**src/rtl/ipv_pkg.sv**
```systemverilog
// Shared types and helpers for the multi-channel IPV reducer.
// Count width, output mode and thermometer encoding live here.
package ipv_pkg;

    typedef enum logic {
        IPV_BIN   = 1'b0,
        IPV_THERM = 1'b1
    } ipv_mode_e;

    // Bits needed to hold a ones-count of 0..k.
    function automatic int cw_of(input int k);
        return $clog2(k + 1);
    endfunction

    // MSB-aligned thermometer: bits [k-1 : k-n] set, everything else clear.
    function automatic logic [31:0] therm_encode(input int n, input int k);
        logic [31:0] v;
        v = '0;
        for (int i = 0; i < 32; i++) begin
            if (i < k && i >= k - n) begin
                v[i] = 1'b1;
            end
        end
        return v;
    endfunction

endpackage

```
**src/rtl/ipv_out_fifo.sv**
```systemverilog
// Synchronous output queue between the reducer and the VOV consumer.
// Pushes are dropped when full and pops when empty; no pass-through.
module ipv_out_fifo #(
    parameter int W     = 8,
    parameter int DEPTH = 2,
    localparam int AW   = (DEPTH > 1) ? $clog2(DEPTH) : 1,
    localparam int NW   = $clog2(DEPTH + 1)
) (
    input  logic          clk,
    input  logic          rst_n,
    input  logic          push,
    input  logic [W-1:0]  din,
    input  logic          pop,
    output logic [W-1:0]  dout,
    output logic          full,
    output logic          empty,
    output logic [NW-1:0] count
);

    logic [W-1:0]  mem [DEPTH];
    logic [AW-1:0] wr_ptr;
    logic [AW-1:0] rd_ptr;
    logic          do_push;
    logic          do_pop;

    assign full    = (count == NW'(DEPTH));
    assign empty   = (count == '0);
    assign do_push = push && !full;
    assign do_pop  = pop && !empty;
    assign dout    = mem[rd_ptr];

    function automatic logic [AW-1:0] bump(input logic [AW-1:0] p);
        return (p == AW'(DEPTH - 1)) ? '0 : p + 1'b1;
    endfunction

    // Storage array; contents are only observed while non-empty.
    always_ff @(posedge clk) begin
        if (do_push) begin
            mem[wr_ptr] <= din;
        end
    end

    // Read/write pointers and occupancy.
    always_ff @(posedge clk or negedge rst_n) begin
        if (!rst_n) begin
            wr_ptr <= '0;
            rd_ptr <= '0;
            count  <= '0;
        end else begin
            if (do_push) begin
                wr_ptr <= bump(wr_ptr);
            end
            if (do_pop) begin
                rd_ptr <= bump(rd_ptr);
            end
            count <= count + NW'(do_push) - NW'(do_pop);
        end
    end

endmodule

```
**src/rtl/ipv_multi_reducer.sv**
```systemverilog
// Multi-channel IPV reducer: counts ones per channel over a beat group
// and queues the thermometer or binary encoded result.
module ipv_multi_reducer
    import ipv_pkg::*;
#(
    parameter int K     = 4,
    parameter int C     = 1,
    parameter int DEPTH = 2,
    localparam int CW   = cw_of(K)
) (
    input  logic            clk,
    input  logic            rst_n,
    input  logic [CW-1:0]   cfg_len,
    input  logic            cfg_therm,
    input  logic            in_valid,
    output logic            in_ready,
    input  logic [C-1:0]    ipv_in,
    input  logic            in_last,
    output logic            out_valid,
    input  logic            out_ready,
    output logic [C*K-1:0]  vov,
    output logic [CW-1:0]   out_len
);

    localparam int WW = C * K + CW;
    localparam int NW = $clog2(DEPTH + 1);
    localparam logic [CW-1:0] KL = CW'(K);

    logic [CW-1:0] cnt;
    logic [CW-1:0] len_q;
    logic [CW-1:0] eff_len;
    logic [CW-1:0] cur_len;
    logic [CW-1:0] beat_no;
    ipv_mode_e     therm_q;
    ipv_mode_e     cur_mode;
    logic          start;
    logic          accept;
    logic          done;
    logic          push;
    logic          full;
    logic          empty;
    logic [NW-1:0] occ;
    logic [C*K-1:0] word;
    logic [WW-1:0] head;

    // Config is taken live on the first beat of a group, latched after.
    assign start    = (cnt == '0);
    assign eff_len  = (cfg_len == '0 || cfg_len > KL) ? KL : cfg_len;
    assign cur_len  = start ? eff_len : len_q;
    assign cur_mode = start ? (cfg_therm ? IPV_THERM : IPV_BIN) : therm_q;
    assign beat_no  = cnt + 1'b1;

    assign in_ready = !full;
    assign accept   = in_valid && in_ready;
    assign done     = (beat_no == cur_len) || in_last;
    assign push     = accept && done;

    // Beat counter and per-group configuration latch.
    always_ff @(posedge clk or negedge rst_n) begin
        if (!rst_n) begin
            cnt     <= '0;
            len_q   <= KL;
            therm_q <= IPV_THERM;
        end else if (accept) begin
            if (start) begin
                len_q   <= eff_len;
                therm_q <= cur_mode;
            end
            cnt <= done ? '0 : beat_no;
        end
    end

    for (genvar c = 0; c < C; c++) begin : g_ch
        logic [CW-1:0] acc;
        logic [CW-1:0] acc_nxt;
        logic [K-1:0]  th;

        assign acc_nxt = (start ? '0 : acc) + CW'(ipv_in[c]);
        assign th      = K'(therm_encode(int'(acc_nxt), K));
        assign word[c*K +: K] = (cur_mode == IPV_THERM) ? th : K'(acc_nxt);

        // Running ones-count for this channel.
        always_ff @(posedge clk or negedge rst_n) begin
            if (!rst_n) begin
                acc <= '0;
            end else if (accept) begin
                acc <= acc_nxt;
            end
        end
    end

    ipv_out_fifo #(
        .W     (WW),
        .DEPTH (DEPTH)
    ) u_fifo (
        .clk   (clk),
        .rst_n (rst_n),
        .push  (push),
        .din   ({word, beat_no}),
        .pop   (out_ready),
        .dout  (head),
        .full  (full),
        .empty (empty),
        .count (occ)
    );

    assign out_valid      = (occ != '0);
    assign {vov, out_len} = empty ? '0 : head;

endmodule

```
**config.mk**
```make
export PLATFORM = sky130hd
export DESIGN_NAME = ipv_multi_reducer
export DESIGN_NICKNAME = d
export VERILOG_FILES = /design/src/rtl/ipv_pkg.sv /design/src/rtl/ipv_out_fifo.sv /design/src/rtl/ipv_multi_reducer.sv
export SDC_FILE = /design/constraint.sdc
export NUM_CORES = 1
export LEC_CHECK = 0
export CORE_ASPECT_RATIO = 0.8
export CORE_MARGIN = 1
export CORE_UTILIZATION = 40
export CTS_CLUSTER_SIZE = 25
export DETAILED_ROUTE_END_ITERATION = 10
export DONT_BUFFER_PORTS = 1
export PLACE_DENSITY_LB_ADDON = 0.15
export RECOVER_POWER = 100
export SYNTH_ARGS = -nofsm -noshare
export SYNTH_HDL_FRONTEND = slang
export SYNTH_SLANG_ARGS = --single-unit
```
**constraint.sdc**
```tcl
create_clock -name clk -period 5.85 [get_ports clk]
set_input_delay 1.17 -clock clk [delete_from_list [all_inputs] [get_ports clk]]
set_output_delay 1.17 -clock clk [all_outputs]
set_load 0.005 [all_outputs]
```
==> impl_metrics.yaml, run 1 <==
synthesis:
  synthMuxAreaShare_pct: 9.00
  netlist.area_leader.share_pct: 25.6
  yosys_warnings: 0
  synth_ff_type: "edfxtp_1"
  synth-simple-area-share_pct: 17.8
  synth_nets: 172
  synth_compound_area_share_pct: 9.31
  yosys.area_share.adder_pct: 8.39
  synthXorXnorAreaFrac_pct: 4.73
  syn_inst: 151
  syn_avg_cell_area_um2: 10.9
  yosysTopAreaCell: "edfxtp_1"
  synth.area.top_cells: "edfxtp_1 (26%), dfrtp_1 (18%), ha_1 (8.4%)"
  synth_cell_type_count: 39
  synth_top_family_by_area: "simple AND/OR/NAND/NOR gates"
  async_reset_ff_share_pct: 50.0
  synth.cell_area_mm2: 0.00164
  ys_seq_elements: 28
  seq_area_frac_synth_pct: 47.1
  synth-edff-count: 14
timing:
  clock_skew_ns: 0.00705
  hold_viol: 0
  fmax_mhz: 289
  rsz0062_at_grt: "false"
  slew_viol_final: 0
  hold_slack_ns: 0.491
  fin_setup_tns_ns: 0
  relSlewSlack_pct: 35.6
  finalCriticalPeriod_ns: 3.47
  worst_pin_slew_ns: 0.964
  fin_ws_ns: 2.38
  fin_crit_sh_pct: 59.2
  setup_viol: 0
power_and_ir_drop:
  cellLeakagePower_nw: 0.708
  finalPower_mw: 0.980
  ir_drop_uv: 235
  power.density_mw_per_mm2: 562
global_route:
  grt_max_degree: 17
  grt_pass1_wl_mm: 4.77
  grt_usage_pct: 14.9
  grt_pass1_vias: 1016
  antenna_found_initial: 0
  grt-ovfl-total: 0
critical_path:
  cpPeakStageDelay_ns: 0.83
  crit_path_start_kind: "input port"
  path_cells: "or2_2, ha_1, nor2b_1, mux2i_1, xnor2_1, a31oi_1, nor3b_1"
  required_ns: 5.75
  cp_slowest_cell: "nor3b_1"
  critPathArrivalTime_ns: 3.37
  cpLargestDelayFamily: "simple AND/OR/NAND/NOR gates"
  worstSetupEndpointType: "register"
  cp_max_fo: 7
  critPathKind: "input port to register"
  crit_buf_inv: 0
min_path:
  hold_class: "register to register"
clock_network:
  htree_levels: 1
  cts_tree: "built"
  postCtsHoldBufs: 0
  root_buffer: "clkbuf_8"
  cts_buffers: 3
  clkTransAtPathRegs_ns: 0.10
  clock_latency_ns: 0.28
  cts_buffer_depth: 2
  postCtsSetupBuffers: 0
  clock_sinks: 28
  ctsResizeCount: 0
floorplanning:
  start_util_pct: 42.6
  die_area_mm2: 0.00436
  dieHeight_um: 59.3
  ios: 19
  fp.dieW_um: 73.6
  std_cell_rows: 20
  coreArea_mm2: 0.00385
final_layout:
  insertedDiodeCount: 0
  drive_gt1_share_pct: 9.93
  postLayoutCellArea_mm2: 0.00174
  layout.cells.non_filler: 206
  area_growth_pct: 6.25
  fin_nets: 173
  post-route-util_pct: 45.2
route:
  drc_errors: 0
  finalWirelength_mm: 2.87
  dr.pass1.iters: 6
  wl_per_cell_um: 13.9
  via_per_inst: 5.14
  drtAntennaViolNets: 0
  drt_iter0_drc: 39
  dr_total_vias: 1059
placed_design:
  dp_slack_ns: 2.06
  placed_cells: 202
  hpwl_mm: 2.25
  dpl_cell_area_mm2: 0.00168
  io_buffers: 0
  place.gp.congestion: 0.793
flow_run:
  cap_violations: 0
run_status:
  status: "finished clean"
cell type report:
| type | instances | area, um2 |
|---|---|---|
| fill | 382 | 2110 |
| multi-input combinational | 111 | 800 |
| tap | 55 | 68.8 |
| clock buffer | 3 | 41.3 |
| inverter | 8 | 30.0 |
| clock inverter | 1 | 30.0 |
| sequential | 28 | 773 |
synth_stat cells, types with 2 or more instances:
cell and instances:
mux2i_1 10, xnor2_1 4, nor3_1 3, buf_6 2
nand2b_1 5, and2_1 2, inv_1 8, nand2_1 14
clkbuf_1 2, dfstp_2 2, nand3_1 5, ha_1 11
a21oi_1 3, nor2_1 12, or2_2 2, xor2_1 3
edfxtp_1 14, o21ai_0 8, nor2b_1 6, mux2_2 3
dfrtp_1 12, o211ai_1 2, nor3b_1 2
tightest hold or removal path, stage by stage (launching register included):
cell and delay, ns:
dfrtp_1 0.35, nand2_1 0.04, o21ai_0 0.06
path summary, 6_finish.rpt:
check	slack, ns	cells past startpoint	start	end
max	2.38	7	cfg_len[1]	u_fifo.mem[1][5]
min	0.49	2	g_ch[0].acc[1]	g_ch[0].acc[1]
min reg2reg	0.49	2	g_ch[0].acc[1]	g_ch[0].acc[1]
max in group asynchronous	5.11	0	rst_n	therm_q
max reg2reg	2.58	7	cnt[0]	u_fifo.mem[1][5]
min in group asynchronous	0.57	0	rst_n	g_ch[0].acc[2]
where the power goes:
group	total [mW]	switching (mW)	internal (mW)
clock	0.153	0.0617	0.0916
sequential	0.364	0.0537	0.310
combinational	0.462	0.272	0.190
total	0.980	0.387	0.592
registers in the layout (all words and copies together), names as in the netlist:
signal and cells:
therm_q 1, u_fifo.count 2, u_fifo.wr_ptr 1, g_ch.acc 3, u_fifo.rd_ptr 1, u_fifo.mem 14, cnt 3, len_q 3
kinds of logic (layout without fill, tap and decap cells):
family	Yosys count	after routing
buffers and inverters	12	12
DFF	28	28
muxes	14	14
xor gates and xnor gates	8	8
adders and majority gates	11	11
and+or+nand+nor	56	56
AOI/OAI and AO/OA	22	22
layer usage:
metal | GRT usage [%] | share of wire [%] | vias to the layer above
met5 | 0 | 0 | -
met4 | 5.49 | 1.1 | 0
met3 | 3.74 | 5.6 | 4
met2 | 23.3 | 45 | 24
met1 | 20.0 | 48 | 500
li1 | - | - | 531
cell usage in the layout, fill, tap and decap left out:
cell	n
nor4_1	1
ha_1	11
nor3b_1	2
mux2_2	3
a22oi_1	1
nand2_1	14
xor2_1	3
xnor2_1	4
dfrtp_1	12
edfxtp_1	14
clkbuf_8	3
xor2_2	1
mux2i_1	10
a31o_2	1
or3_1	1
or2_2	2
or4b_1	1
dfstp_2	2
bufinv_16	1
a21oi_1	3
o22ai_1	1
mux2i_2	1
and4_1	1
a21boi_0	1
nor2b_1	7
a31oi_1	1
nor3_1	3
nor2_1	12
and2_1	2
a211o_1	1
inv_1	8
o211ai_1	2
o31ai_4	1
o21ai_0	8
o221ai_1	1
a211oi_1	1
nand2b_1	5
nand3_1	5
Power figures use the tool's default switching activity.
==> inputs of run 2 (changes only) <==
Clock period 5.85 ns to 3.05 ns, I/O delays scaled along.
==> run 2 against run 1 <==
Effect of this change:
- wire length shrank 7.6%
- largest cell class unchanged
- sequential share of layout area shrank 0.44 points
- combinational power grew 97%
- cell count grew 1.5%
- clock skew shrank 0.0031 ns
- via count shrank 3.0%
- sequential cell count is the same
- non-clock buffer count grew 3
- final area grew 1.0%
- hold slack lost 0.47 ns
- global-route usage shrank 0.95 points
- sequential power grew 88%
==> impl_metrics.yaml, run 2 (synthesized netlist as in run 1, its figures left out) <==
placed_design:
  hpwl_mm: 2.14
  place.gp.congestion: 0.714
  io_buffers: 0
  dpl_cell_area_mm2: 0.00170
  placed_cells: 205
timing:
  slew_viol_final: 0
  relSlewSlack_pct: 62.3
  rsz0062_at_grt: "false"
  fin_setup_tns_ns: 0
  clock_skew_ns: 0.00395
  hold_viol: 0
  finalCriticalPeriod_ns: 2.78
  fmax_mhz: 360
  worst_pin_slew_ns: 0.565
  fin_crit_sh_pct: 91.1
  setup_viol: 0
global_route:
  met3_usage_pct: 3.06
  top_usage_layer: "met2"
  grt_usage_pct: 13.9
  grt_pass1_wl_mm: 4.52
  grt_pass1_vias: 979
  grt-ovfl-total: 0
  grtUsageMet1_pct: 19.3
  grt_max_degree: 17
  antenna_found_initial: 0
  grt_util_met2_pct: 23.2
final_layout:
  layout.cells.most_common_list: "nand2_1 (14), edfxtp_1 (14), nor2_1 (12), dfrtp_1 (12), ha_1 (11)"
  layout.cells.non_filler: 209
  top_register: "u_fifo.mem"
  drive_gt1_share_pct: 11.7
  area_growth_pct: 7.32
  largest_reg_flops: 14
  postLayoutCellArea_mm2: 0.00176
  insertedDiodeCount: 0
  fin_nets: 176
floorplanning:
  coreArea_mm2: 0.00385
  fp.dieW_um: 73.6
  die_area_mm2: 0.00436
  start_util_pct: 42.6
  ios: 19
  dieHeight_um: 59.3
  std_cell_rows: 20
clock_network:
  htree_levels: 1
  postCtsSetupBuffers: 0
  ctsResizeCount: 0
  clock_sinks: 28
  root_buffer: "clkbuf_8"
  cts_buffer_depth: 2
  postCtsHoldBufs: 0
  clock_latency_ns: 0.27
  cts_tree: "built"
  clkTransAtPathRegs_ns: 0.09
  cts_buffers: 3
route:
  via_per_inst: 4.91
  dr_total_vias: 1027
  dr.pass1.iters: 4
  finalWirelength_mm: 2.65
  drt_iter0_drc: 27
  drc_errors: 0
  drtAntennaViolNets: 0
  wl_per_cell_um: 12.7
power_and_ir_drop:
  power.density_mw_per_mm2: 1070
  ir_drop_uv: 475
  cellLeakagePower_nw: 0.722
critical_path:
  critPathKind: "register to register"
  required_ns: 3.02
  cp_max_fo: 7
  worstSetupEndpointType: "register"
  crit_path_start_kind: "register"
  critPathArrivalTime_ns: 2.75
run_status:
  status: "finished clean"
flow_run:
  cap_violations: 0
min_path:
  hold_class: "input port to asynchronous set/reset pin"
## run 2: cell count changes in the layout (fill, tap and decap cells not counted), sizes merged
cell,previous run,this run
buf,0,1
clkbuf,3,5
## run 2: cell type report
| cell class | count | area (um2) |
|---|---|---|
| inverter | 8 | 30.0 |
| clock buffer | 3 | 41.3 |
| fill | 389 | 2090 |
| sequential | 28 | 773 |
| multi-input combinational | 111 | 800 |
| timing repair buffer | 3 | 17.5 |
| clock inverter | 1 | 30.0 |
| tap | 55 | 68.8 |
## run 2: power breakdown
part	switching (mW)	internal (mW)	total [mW]	leakage, nW
Combinational	0.536	0.375	0.910	0.391
Clock	0.108	0.175	0.284	0.0357
Sequential	0.0888	0.595	0.684	0.295
## run 2: metrics by stage
stage | setup WS [ns] | power (mW) | hold WS [ns] | util, %
after floorplan | 0.219 | 1.44 | 0.314 | -
after CTS | 0.321 | 1.91 | 0.0159 | 46.0
after global routing | 0.0576 | 2.05 | 0.00212 | 45.7
final | 0.271 | 1.88 | 0.0243 | 45.7
after detailed placement | 0.339 | 1.62 | 0.315 | 44.2
after global placement | 0.414 | 1.58 | 0.315 | 44.2
## run 2: per-layer routing
metal  share of wire [%]  wire [um]
met1                  52       1370
met2                  44       1160
met3                 4.1        109
met4                0.34          9
met5                   0          0
## run 2: worst paths after layout
check,from,to,slack (ns),cells past startpoint
max,cnt[0],u_fifo.mem[1][5],0.27,8
min,rst_n,cnt[2],0.02,0
max reg2reg,cnt[0],u_fifo.mem[1][5],0.27,8
min reg2reg,g_ch[0].acc[1],g_ch[0].acc[1],0.49,2
max in group asynchronous,rst_n,therm_q,2.86,0
min in group clk,g_ch[0].acc[1],g_ch[0].acc[1],0.49,2
## run 2: critical path, stage by stage (launching register included)
cell,delay (ns)
dfrtp_1,0.43
inv_1,0.13
ha_1,0.22
nor2b_1,0.50
mux2i_2,0.34
xor2_2,0.25
a31oi_1,0.16
nor3b_1,0.22
clkbuf_2,0.24
